<file path="config.mk">
export PLATFORM = sky130hd
export DESIGN_NAME = eth_tx_pkt_gen
export DESIGN_NICKNAME = d
export VERILOG_FILES = /design/src/rtl/eth_tx_pkt_gen.sv
export SDC_FILE = /design/constraint.sdc
export NUM_CORES = 1
export LEC_CHECK = 0
export CORE_ASPECT_RATIO = 1.5
export CORE_UTILIZATION = 50
export CTS_BUF_LIST = sky130_fd_sc_hd__clkbuf_8
export DETAILED_ROUTE_END_ITERATION = 16
export PLACE_DENSITY = 0.81
export SYNTH_ARGS = -nofsm -noshare
export SYNTH_HDL_FRONTEND = slang
export SYNTH_SLANG_ARGS = --single-unit
</file>
<file path="constraint.sdc">
create_clock -name i_clk_mac -period 4.2 [get_ports i_clk_mac]
set_input_delay 0.84 -clock i_clk_mac [delete_from_list [all_inputs] [get_ports i_clk_mac]]
set_output_delay 0.84 -clock i_clk_mac [all_outputs]
set_load 0.005 [all_outputs]
</file>
<file path="src/rtl/eth_tx_pkt_gen.sv">
// rtl/eth_tx_pkt_gen.sv - Ethernet test-frame generator on the MAC transmit AXI-Stream port
module eth_tx_pkt_gen #(
   parameter int          LEN_W     = 11,
   parameter int          CNT_W     = 16,
   parameter logic [47:0] DST_MAC   = 48'hffff_ffff_ffff,
   parameter logic [47:0] SRC_MAC   = 48'h0000_0000_0000,
   parameter logic [15:0] ETHERTYPE = 16'hebeb
) (
   input  logic             i_clk_mac,
   input  logic             i_rst_n,
   input  logic             i_start,
   input  logic             i_abort,
   input  logic [LEN_W-1:0] i_pkt_len,
   input  logic [CNT_W-1:0] i_pkt_num,
   input  logic [CNT_W-1:0] i_gap,
   input  logic [1:0]       i_mode,
   input  logic [7:0]       i_fill,
   output logic [7:0]       o_tx_axis_mac_tdata,
   output logic             o_tx_axis_mac_tvalid,
   output logic             o_tx_axis_mac_tlast,
   input  logic             i_tx_axis_mac_tready,
   output logic             o_busy,
   output logic             o_done,
   output logic [CNT_W-1:0] o_sent_cnt
);

   typedef enum logic [1:0] {ST_IDLE, ST_SEND, ST_GAP} state_t;

   localparam logic [LEN_W-1:0] MIN_LEN  = LEN_W'(60);
   localparam logic [LEN_W-1:0] PAY_IDX  = LEN_W'(14);
   localparam logic [111:0]     HDR      = {DST_MAC, SRC_MAC, ETHERTYPE};

   state_t           r_state, w_state_nxt;
   logic [LEN_W-1:0] r_idx, w_idx_nxt, r_len, w_len_nxt;
   logic [CNT_W-1:0] r_num, w_num_nxt, r_gap, w_gap_nxt, r_gap_cnt, w_gap_cnt_nxt;
   logic [CNT_W-1:0] r_sent, w_sent_nxt;
   logic [1:0]       r_mode, w_mode_nxt;
   logic [7:0]       r_fill, w_fill_nxt, r_lfsr, w_lfsr_nxt;
   logic [7:0]       r_tdata, w_tdata_nxt;
   logic             r_tvalid, w_tvalid_nxt, r_tlast, w_tlast_nxt;
   logic             r_busy, w_busy_nxt, r_done, w_done_nxt, r_pend, w_pend_nxt;

   logic             w_fire;
   logic [CNT_W-1:0] w_sent_inc;
   logic [LEN_W-1:0] w_idx_inc;
   logic [7:0]       w_lfsr_adv;

   assign w_fire     = r_tvalid & i_tx_axis_mac_tready;
   assign w_sent_inc = r_sent + 1'b1;
   assign w_idx_inc  = r_idx + 1'b1;
   assign w_lfsr_adv = {r_lfsr[6:0], r_lfsr[7] ^ r_lfsr[5] ^ r_lfsr[4] ^ r_lfsr[3]};

   // Byte at index idx: fixed header first, then the selected payload pattern
   function automatic logic [7:0] f_byte(input logic [LEN_W-1:0] idx, input logic [1:0] mode,
                                         input logic [7:0] fill, input logic [7:0] lfsr,
                                         input logic [CNT_W-1:0] seq);
      logic [111:0] sh;
      sh = '0;
      if (idx < PAY_IDX) begin
         sh = HDR >> (8 * (13 - int'(idx)));
         return sh[7:0];
      end
      case (mode)
         2'd0:    return idx[7:0];
         2'd1:    return fill;
         2'd2:    return lfsr;
         default: return seq[7:0];
      endcase
   endfunction

   // State register
   always_ff @(posedge i_clk_mac or negedge i_rst_n) begin
      if (!i_rst_n) r_state <= ST_IDLE;
      else          r_state <= w_state_nxt;
   end

   // Next-state, frame sequencing and next registered outputs
   always_comb begin
      w_state_nxt   = r_state;
      w_idx_nxt     = r_idx;
      w_len_nxt     = r_len;
      w_num_nxt     = r_num;
      w_gap_nxt     = r_gap;
      w_mode_nxt    = r_mode;
      w_fill_nxt    = r_fill;
      w_lfsr_nxt    = r_lfsr;
      w_gap_cnt_nxt = r_gap_cnt;
      w_pend_nxt    = r_pend;
      w_sent_nxt    = r_sent;
      w_tdata_nxt   = r_tdata;
      w_tvalid_nxt  = r_tvalid;
      w_tlast_nxt   = r_tlast;
      w_busy_nxt    = r_busy;
      w_done_nxt    = 1'b0;
      case (r_state)
         ST_IDLE: begin
            if (i_start) begin
               w_len_nxt    = (i_pkt_len < MIN_LEN) ? MIN_LEN : i_pkt_len;
               w_num_nxt    = i_pkt_num;
               w_gap_nxt    = i_gap;
               w_mode_nxt   = i_mode;
               w_fill_nxt   = i_fill;
               w_sent_nxt   = '0;
               w_pend_nxt   = 1'b0;
               w_busy_nxt   = 1'b1;
               w_idx_nxt    = '0;
               w_lfsr_nxt   = 8'hff;
               w_tdata_nxt  = f_byte('0, i_mode, i_fill, 8'hff, '0);
               w_tvalid_nxt = 1'b1;
               w_tlast_nxt  = 1'b0;
               w_state_nxt  = ST_SEND;
            end
         end
         ST_SEND: begin
            if (i_abort) w_pend_nxt = 1'b1;
            if (w_fire) begin
               if (r_tlast) begin
                  w_sent_nxt = w_sent_inc;
                  if (((r_num != '0) && (w_sent_inc == r_num)) || r_pend || i_abort) begin
                     w_state_nxt  = ST_IDLE;
                     w_tdata_nxt  = '0;
                     w_tvalid_nxt = 1'b0;
                     w_tlast_nxt  = 1'b0;
                     w_busy_nxt   = 1'b0;
                     w_done_nxt   = 1'b1;
                     w_pend_nxt   = 1'b0;
                  end else if (r_gap == '0) begin
                     w_idx_nxt   = '0;
                     w_lfsr_nxt  = 8'hff;
                     w_tdata_nxt = f_byte('0, r_mode, r_fill, 8'hff, w_sent_inc);
                     w_tlast_nxt = 1'b0;
                  end else begin
                     w_state_nxt   = ST_GAP;
                     w_gap_cnt_nxt = r_gap - 1'b1;
                     w_tdata_nxt   = '0;
                     w_tvalid_nxt  = 1'b0;
                     w_tlast_nxt   = 1'b0;
                  end
               end else begin
                  w_idx_nxt   = w_idx_inc;
                  w_lfsr_nxt  = (r_idx >= PAY_IDX) ? w_lfsr_adv : r_lfsr;
                  w_tdata_nxt = f_byte(w_idx_inc, r_mode, r_fill, w_lfsr_nxt, r_sent);
                  w_tlast_nxt = (w_idx_inc == r_len - 1'b1);
               end
            end
         end
         ST_GAP: begin
            if (i_abort) begin
               w_state_nxt = ST_IDLE;
               w_busy_nxt  = 1'b0;
               w_done_nxt  = 1'b1;
               w_pend_nxt  = 1'b0;
            end else if (r_gap_cnt == '0) begin
               w_state_nxt  = ST_SEND;
               w_idx_nxt    = '0;
               w_lfsr_nxt   = 8'hff;
               w_tdata_nxt  = f_byte('0, r_mode, r_fill, 8'hff, r_sent);
               w_tvalid_nxt = 1'b1;
               w_tlast_nxt  = 1'b0;
            end else begin
               w_gap_cnt_nxt = r_gap_cnt - 1'b1;
            end
         end
         default: w_state_nxt = ST_IDLE;
      endcase
   end

   // Datapath and output registers
   always_ff @(posedge i_clk_mac or negedge i_rst_n) begin
      if (!i_rst_n) begin
         r_idx     <= '0;
         r_len     <= MIN_LEN;
         r_num     <= '0;
         r_gap     <= '0;
         r_mode    <= '0;
         r_fill    <= '0;
         r_lfsr    <= 8'hff;
         r_gap_cnt <= '0;
         r_pend    <= 1'b0;
         r_sent    <= '0;
         r_tdata   <= '0;
         r_tvalid  <= 1'b0;
         r_tlast   <= 1'b0;
         r_busy    <= 1'b0;
         r_done    <= 1'b0;
      end else begin
         r_idx     <= w_idx_nxt;
         r_len     <= w_len_nxt;
         r_num     <= w_num_nxt;
         r_gap     <= w_gap_nxt;
         r_mode    <= w_mode_nxt;
         r_fill    <= w_fill_nxt;
         r_lfsr    <= w_lfsr_nxt;
         r_gap_cnt <= w_gap_cnt_nxt;
         r_pend    <= w_pend_nxt;
         r_sent    <= w_sent_nxt;
         r_tdata   <= w_tdata_nxt;
         r_tvalid  <= w_tvalid_nxt;
         r_tlast   <= w_tlast_nxt;
         r_busy    <= w_busy_nxt;
         r_done    <= w_done_nxt;
      end
   end

   assign o_tx_axis_mac_tdata  = r_tdata;
   assign o_tx_axis_mac_tvalid = r_tvalid;
   assign o_tx_axis_mac_tlast  = r_tlast;
   assign o_busy               = r_busy;
   assign o_done               = r_done;
   assign o_sent_cnt           = r_sent;

endmodule

</file>
==> summary.md, run 1 <==
| Metric | Value |
|---|---|
| VDD IR-drop max | `between 0.3 and 0.4 mV` |
| Net count, final | `~920` |
| Die Height | `~150 µm` |
| Worst-path maximum fanout | `26` |
| Non-filler instance count after layout | `approximately 1.1k` |
| Final hold violation count | `0` |
| Synth Instances | `just under 800` |
| Commonest non-fill, non-tap cells in the layout | `dfrtp_1, clkdlybuf4s50_1, nor2_1` |
| Post-cts sizing count | `0` |
| GPL Wtd Cong | `a little under 1` |
| Diode count | `0` |
| CP max-delay cell | `dfrtp_1` |
| Drt wl/cell | `roughly 17 µm` |
| First-pass GRT wire length | `30.0 mm` |
| Final setup fails | `0` |
| Post-CTS setup buffers | `0` |
| Most common cell after layout, fill and taps aside | `dfrtp_1` |
| Mapped Area | `between 0.007 and 0.008 mm²` |
| Num Clock Sinks | `~120` |
| Initial core utilization | `0.512` |
| Post-Route WL | `~19 mm` |
| Slew @ Worst Pin | `954 ps` |
| RSZ-0062 raised after global routing | `no` |
| Number of global-route vias before repair | `a little over 6k` |
| Worst hold slack | `490 ps` |
| Syn nets | `848` |
| Setup crit end kind | `register` |
| First drt pass iteration count | `5` |
| P&R area growth vs syn | `18.8%` |
| Overflow after GRT | `0` |
| Top FF cell, synth | `dfrtp_1` |
| Met2 routed wirelength | `~10 mm` |
| Area after DPL | `roughly 0.0085 mm²` |
| Worst hold path type | `reg2reg` |
| Worst Setup Start Kind | `register` |
| Pwr dens | `632 mW/mm²` |
| Overall Global Routing Usage | `0.255` |
| Worst Skew | `between 15 and 20 ps` |
| Largest net degree at the start of global routing | `76` |
| Num CTS Buffers | `17` |
| Clock Tree Buf Depth | `2` |
| CTS clock-pin slew for the worst setup and hold paths | `roughly 70 ps` |
| Layout cell share with drive strength beyond 1 | `0.147` |
| Residual DRC | `0` |
| Chip width | `102 µm` |
| Warnings, synthesis | `0` |
| Placed cell count | `between 1k and 1.5k` |
| Max Cap Violations | `0` |
| DR iter-0 viols | `494` |
| Outcome | `finished clean` |
| #FFs+latches synth | `119` |
| Initial antenna violation count | `0` |
| Max Fclk | `283 MHz` |
| Worst EP required | `around 4600 ps` |
| Vias | `6,475` |
| Slew Viols, Final | `0` |
| Total die area | `between 0.015 and 0.02 mm²` |
| Syn_area_per_cell | `roughly 9.5 µm²` |
| Synth unique cells | `between 60 and 70` |
| Top sig layer | `met4` |
| Post-synth EDFFs | `0` |
| Final ANT Viol Nets | `0` |
| Area of the multi-input gates | `approximately 0.0042 mm²` |
| Met3 wire length | `965 µm` |
| Clk root buf | `clkbuf_8` |
| Number of fillers in the final layout | `around 1.3k` |
| TritonCTS clock tree | `done` |
| Hold-fix buffers, CTS | `0` |
| I/O pin count | `between 80 and 90` |
| Final TNS setup | `0 ps` |
| Input/output buffers | `between 80 and 90` |
| Skew-Pair Late Insertion Delay | `450 ps` |
| Vias/cell | `~6` |
| Rows | `54` |
| Pleak | `roughly 3.5 nW` |
| Worst path arrival time | `3910 ps` |
| Wire length on met1 | `7.12 mm` |
| Seq/Total Area, Yosys | `0.402` |
| CP peak stage delay | `670 ps` |
| H-tree Lvls | `4` |
| Tmin final | `about 3500 ps` |
| Final period utilization | `0.841` |
| Async S/R FF share, synth | `1.00` |
| WS Path Type | `reg2reg` |
| Slew HR | `0.364` |
| Sequential cell area | `0.00299 mm²` |
| Final Util | `0.608` |
| Final instance area | `0.00883 mm²` |
| Final HPWL DP | `roughly 14 mm` |
| Worst path cell trace | `nand3_2 > nor4_4 > xnor2_1 > nor4_2 > nand4_2 > a21oi_4 > nor2_1 > o22a_1` |
| Core ar. | `between 0.01 and 0.015 mm²` |
cell usage after synthesis, types with 3 or more instances:
cell type / count / area (µm²)
nor2_1: 78 / 293
o22a_1: 6 / 52.6
a31oi_1: 5 / 31.3
or3_1: 7 / 43.8
mux4_2: 6 / 135
buf_4: 3 / 22.5
nand2_1: 69 / 259
nor2b_1: 3 / 18.8
o31ai_1: 14 / 105
and4_1: 5 / 43.8
nor3_1: 28 / 140
xnor2_1: 52 / 455
and3_1: 6 / 37.5
o22ai_1: 3 / 18.8
nor4_1: 16 / 100
o21ai_0: 55 / 275
nor4_4: 3 / 63.8
nand3_1: 22 / 110
o41ai_1: 4 / 35.0
a21o_1: 8 / 60.1
clkbuf_1: 27 / 101
dfstp_2: 12 / 315
and2_1: 5 / 31.3
a22o_1: 4 / 35.0
o211a_1: 5 / 50.1
xor2_1: 19 / 166
a21oi_1: 22 / 110
o211ai_1: 6 / 45.0
mux2i_1: 7 / 70.1
ha_1: 11 / 138
buf_2: 5 / 25.0
a211oi_1: 5 / 37.5
mux2_2: 53 / 597
nand4_1: 21 / 131
or4_1: 4 / 30.0
o32ai_1: 10 / 87.6
inv_1: 20 / 75.1
nand3b_1: 6 / 45.0
dfrtp_1: 107 / 2680
per-layer routing:
layer  vias to the layer above  track usage
li1                       3020            -
met1                      3185        0.287
met2                       218        0.447
met3                        52       0.0494
met4                         0        0.141
met5                         -            0
through the flow:
step,worst slack (ps),power [mW]
4_1_cts,725,5.59
2_1_floorplan,571,3.88
6_report,668,5.59
3_5_place_dp,754,4.62
3_3_place_gp,848,4.55
5_1_grt,383,5.97
flip-flops by register name (all words and copies together) (netlist names):
signal and flops:
o_busy 1, r_fill 8, r_num 16, r_pend 1, o_sent_cnt 16, o_done 1
r_mode 2, o_tx_axis_mac_tlast 1, o_tx_axis_mac_tdata 8, r_len 11, r_lfsr 8, r_idx 11
o_tx_axis_mac_tvalid 1, r_gap 16, r_state 2, r_gap_cnt 16
where the power goes:
part	internal (mW)	switching, mW
sequential	1.58	0.527
clock	0.517	0.446
combinational	1.22	1.29
total	3.32	2.27
final timing paths:
path	startpoint	to	slack, ps	depth (start not counted)
worst max register to register	o_sent_cnt[2]$_DFFE_PN0P_	r_lfsr[7]$_DFFE_PN1P_	670	8
worst min register to register	o_tx_axis_mac_tdata[0]$_DFFE_PN0P_	o_tx_axis_mac_tdata[0]$_DFFE_PN0P_	490	1
max in group asynchronous	i_rst_n	r_len[2]$_DFFE_PN1P_	2810	2
min in group asynchronous	i_rst_n	o_tx_axis_mac_tdata[0]$_DFFE_PN0P_	540	1
worst max-delay path	o_sent_cnt[2]$_DFFE_PN0P_	r_lfsr[7]$_DFFE_PN1P_	670	8
worst min-delay path	o_tx_axis_mac_tdata[0]$_DFFE_PN0P_	o_tx_axis_mac_tdata[0]$_DFFE_PN0P_	490	1
critical path: cells and delay by family, from the launching register on:
kind             cells  cell delay (ps)
AO/OA/AOI/OAI        2              910
AND/OR/NAND/NOR      5             1710
XOR/XNOR             1              150
flip-flops           1              670
cell families after synthesis:
group	synth area share
simple gates	0.201
compound gates	0.150
flops	0.402
xor+xnor	0.0868
mux	0.108
buf+inv	0.0331
fa+ha+maj	0.0185
cell type report:
class / count / share of cell area
inverter: 21 / 0.00892
clock inverter: 9 / 0.00878
timing repair buffer: 95 / 0.107
sequential: 119 / 0.339
tap: 196 / 0.0278
clock buffer: 21 / 0.0327
multi-input combinational: 601 / 0.476
No activity file was read; power rests on OpenSTA's default activity.
==> inputs of run 2 (changes only) <==
- clock period: 4.2 -> 3.6 ns (I/O delays scaled with it)
==> run 2 against run 1 <==
Against the previous run: final area increased by 0.72%; first-iteration DRC count increased by 5.1%; final cell count increased by 1.0%; worst hold slack got worse by 160 ps; sequential share of layout area decreased by 0.24 points; non-clock buffer count increased by 9; critical endpoint is now r_gap_cnt[15]$_DFFE_PN0P_; highest routed layer unchanged.
==> summary.md, run 2 (synthesis gave the netlist of run 1 again) <==
| Metric | Value |
|---|---|
| Worst path bufs/invs | `2` |
| Worst-path maximum fanout | `37` |
| RSZ-0062 raised after global routing | `no` |
| Worst hold path type | `in2async` |
| Net count, final | `between 900 and 1k` |
| Worst path arrival time | `3650 ps` |
| Pwr dens | `between 700 and 800 mW/mm²` |
| Initial antenna violation count | `0` |
| Setup crit end kind | `register` |
| Tmin final | `between 3000 and 4000 ps` |
| H-tree Lvls | `4` |
| Clock Tree Buf Depth | `2` |
| GPL Wtd Cong | `around 0.95` |
| Input/output buffers | `85` |
| DR iter-0 viols | `~520` |
| Final setup fails | `0` |
| Diode count | `0` |
| Residual DRC | `0` |
| TritonCTS clock tree | `done` |
| Post-cts sizing count | `0` |
| Reg2Reg Depth | `11` |
| First drt pass iteration count | `6` |
| Final ANT Viol Nets | `0` |
| Worst hold slack | `around 330 ps` |
| WS Path Type | `reg2reg` |
| Slew HR | `0.501` |
| Max Fclk | `~300 MHz` |
| First-pass GRT wire length | `roughly 30 mm` |
| Num CTS Buffers | `17` |
| Vias | `~6.5k` |
| Num Clock Sinks | `around 120` |
| Pleak | `around 3.5 nW` |
| Largest net degree at the start of global routing | `between 60 and 70` |
| I/O pin count | `between 80 and 90` |
| Max Cap Violations | `0` |
| Final TNS setup | `0 ps` |
| CP top delay family | `simple AND/OR/NAND/NOR gates` |
| Overflow after GRT | `0` |
| Post-CTS setup buffers | `0` |
| Worst path cell trace | `inv_1 > ha_1 > buf_4 > nor4_1 > o22ai_1 > nand3b_1 > a2111oi_4 > and2b_1 > nand2_1 > xor2_1 > o31ai_1` |
| P&R area growth vs syn | `19.6%` |
| Drt wl/cell | `17.4 µm` |
| Layout cell share with drive strength beyond 1 | `0.154` |
| Overall Global Routing Usage | `0.258` |
| Commonest non-fill, non-tap cells in the layout | `dfrtp_1, clkdlybuf4s50_1, nor2_1` |
| Placed cell count | `approximately 1.0k` |
| CP max-delay cell | `nor4_1` |
| Initial core utilization | `0.512` |
| Worst EP required | `between 3000 and 4000 ps` |
| Final hold violation count | `0` |
| CP Depth | `11` |
| Slew @ Worst Pin | `~750 ps` |
| Worst Skew | `about 12 ps` |
| Outcome | `finished clean` |
| CTS clock-pin slew for the worst setup and hold paths | `70 ps` |
| Vias/cell | `around 6.0` |
| Hold-fix buffers, CTS | `0` |
| Skew-Pair Late Insertion Delay | `approximately 460 ps` |
| Total die area | `around 0.015 mm²` |
| Clk root buf | `clkbuf_8` |
| Final HPWL DP | `between 10 and 15 mm` |
| Post-Route WL | `around 19 mm` |
| Rows | `54` |
| Slew Viols, Final | `0` |
| Non-filler instance count after layout | `approximately 1.1k` |
| Worst Setup Start Kind | `register` |
| Core ar. | `around 0.015 mm²` |
| VDD IR-drop max | `around 0.41 mV` |
| Number of global-route vias before repair | `around 6.2k` |
| Chip width | `just over 100 µm` |
| Most common cell after layout, fill and taps aside | `dfrtp_1` |
| CP peak stage delay | `440 ps` |
| Die Height | `around 150 µm` |
| Final period utilization | `0.916` |
## run 2: cell count changes in the layout (fill, tap and decap cells not counted), sizes merged
cell / change
buf: +9
clkbuf: -1
clkinv: -1
clkinvlp: +1
inv: +3
## run 2: worst reg2reg max path, delay by kind of cell, from the launching register on
family / cells / cell delay (ps)
AOI/OAI and AO/OA: 3 / 860
xor gates and xnor gates: 1 / 160
adders and majority gates: 1 / 280
buffers and inverters: 2 / 360
DFF: 1 / 380
and+or+nand+nor: 4 / 1160
## run 2: area by class of cell
| class | count | area (µm²) |
|---|---|---|
| clock buffer | 20 | 275 |
| sequential | 119 | 2990 |
| inverter | 21 | 78.8 |
| clock inverter | 12 | 87.6 |
| fill | 1221 | 5630 |
| multi-input combinational | 601 | 4200 |
| tap | 196 | 245 |
| timing repair buffer | 104 | 1020 |
## run 2: final timing paths
path / start / slack (ps) / end
max: r_state[0]$_DFFE_PN0P_ / 300 / r_gap_cnt[15]$_DFFE_PN0P_
min: i_rst_n / 330 / r_num[12]$_DFFE_PN0P_
max reg2reg: r_state[0]$_DFFE_PN0P_ / 300 / r_gap_cnt[15]$_DFFE_PN0P_
min reg2reg: o_tx_axis_mac_tdata[5]$_DFFE_PN0P_ / 470 / o_tx_axis_mac_tdata[5]$_DFFE_PN0P_
max in group asynchronous: i_rst_n / 2470 / r_lfsr[2]$_DFFE_PN1P_
min in group i_clk_mac: o_tx_axis_mac_tdata[5]$_DFFE_PN0P_ / 470 / o_tx_axis_mac_tdata[5]$_DFFE_PN0P_
## run 2: through the flow
step	worst slack, ps	utilization	power (mW)	area [µm²]
finish	303	0.612	6.56	8900
global route	124	0.612	7.01	8900
CTS	307	0.612	6.58	8900
detailed placement	399	0.587	5.44	8530
global placement	527	0.587	5.36	8530
floorplan	60.1	-	4.52	7440
## run 2: per-layer routing
metal,part of all wire,up-vias,GRT usage
li1,-,3030,-
met1,0.38,3122,0.280
met2,0.52,253,0.446
met3,0.060,62,0.0665
met4,0.044,0,0.157
met5,0,-,0
## run 2: power breakdown
group | switching [mW] | leakage [nW] | internal (mW) | total, mW
sequential | 0.626 | 1.43 | 1.85 | 2.47
clock | 0.532 | 0.195 | 0.583 | 1.11
combinational | 1.53 | 1.88 | 1.44 | 2.97
total | 2.69 | 3.51 | 3.87 | 6.56
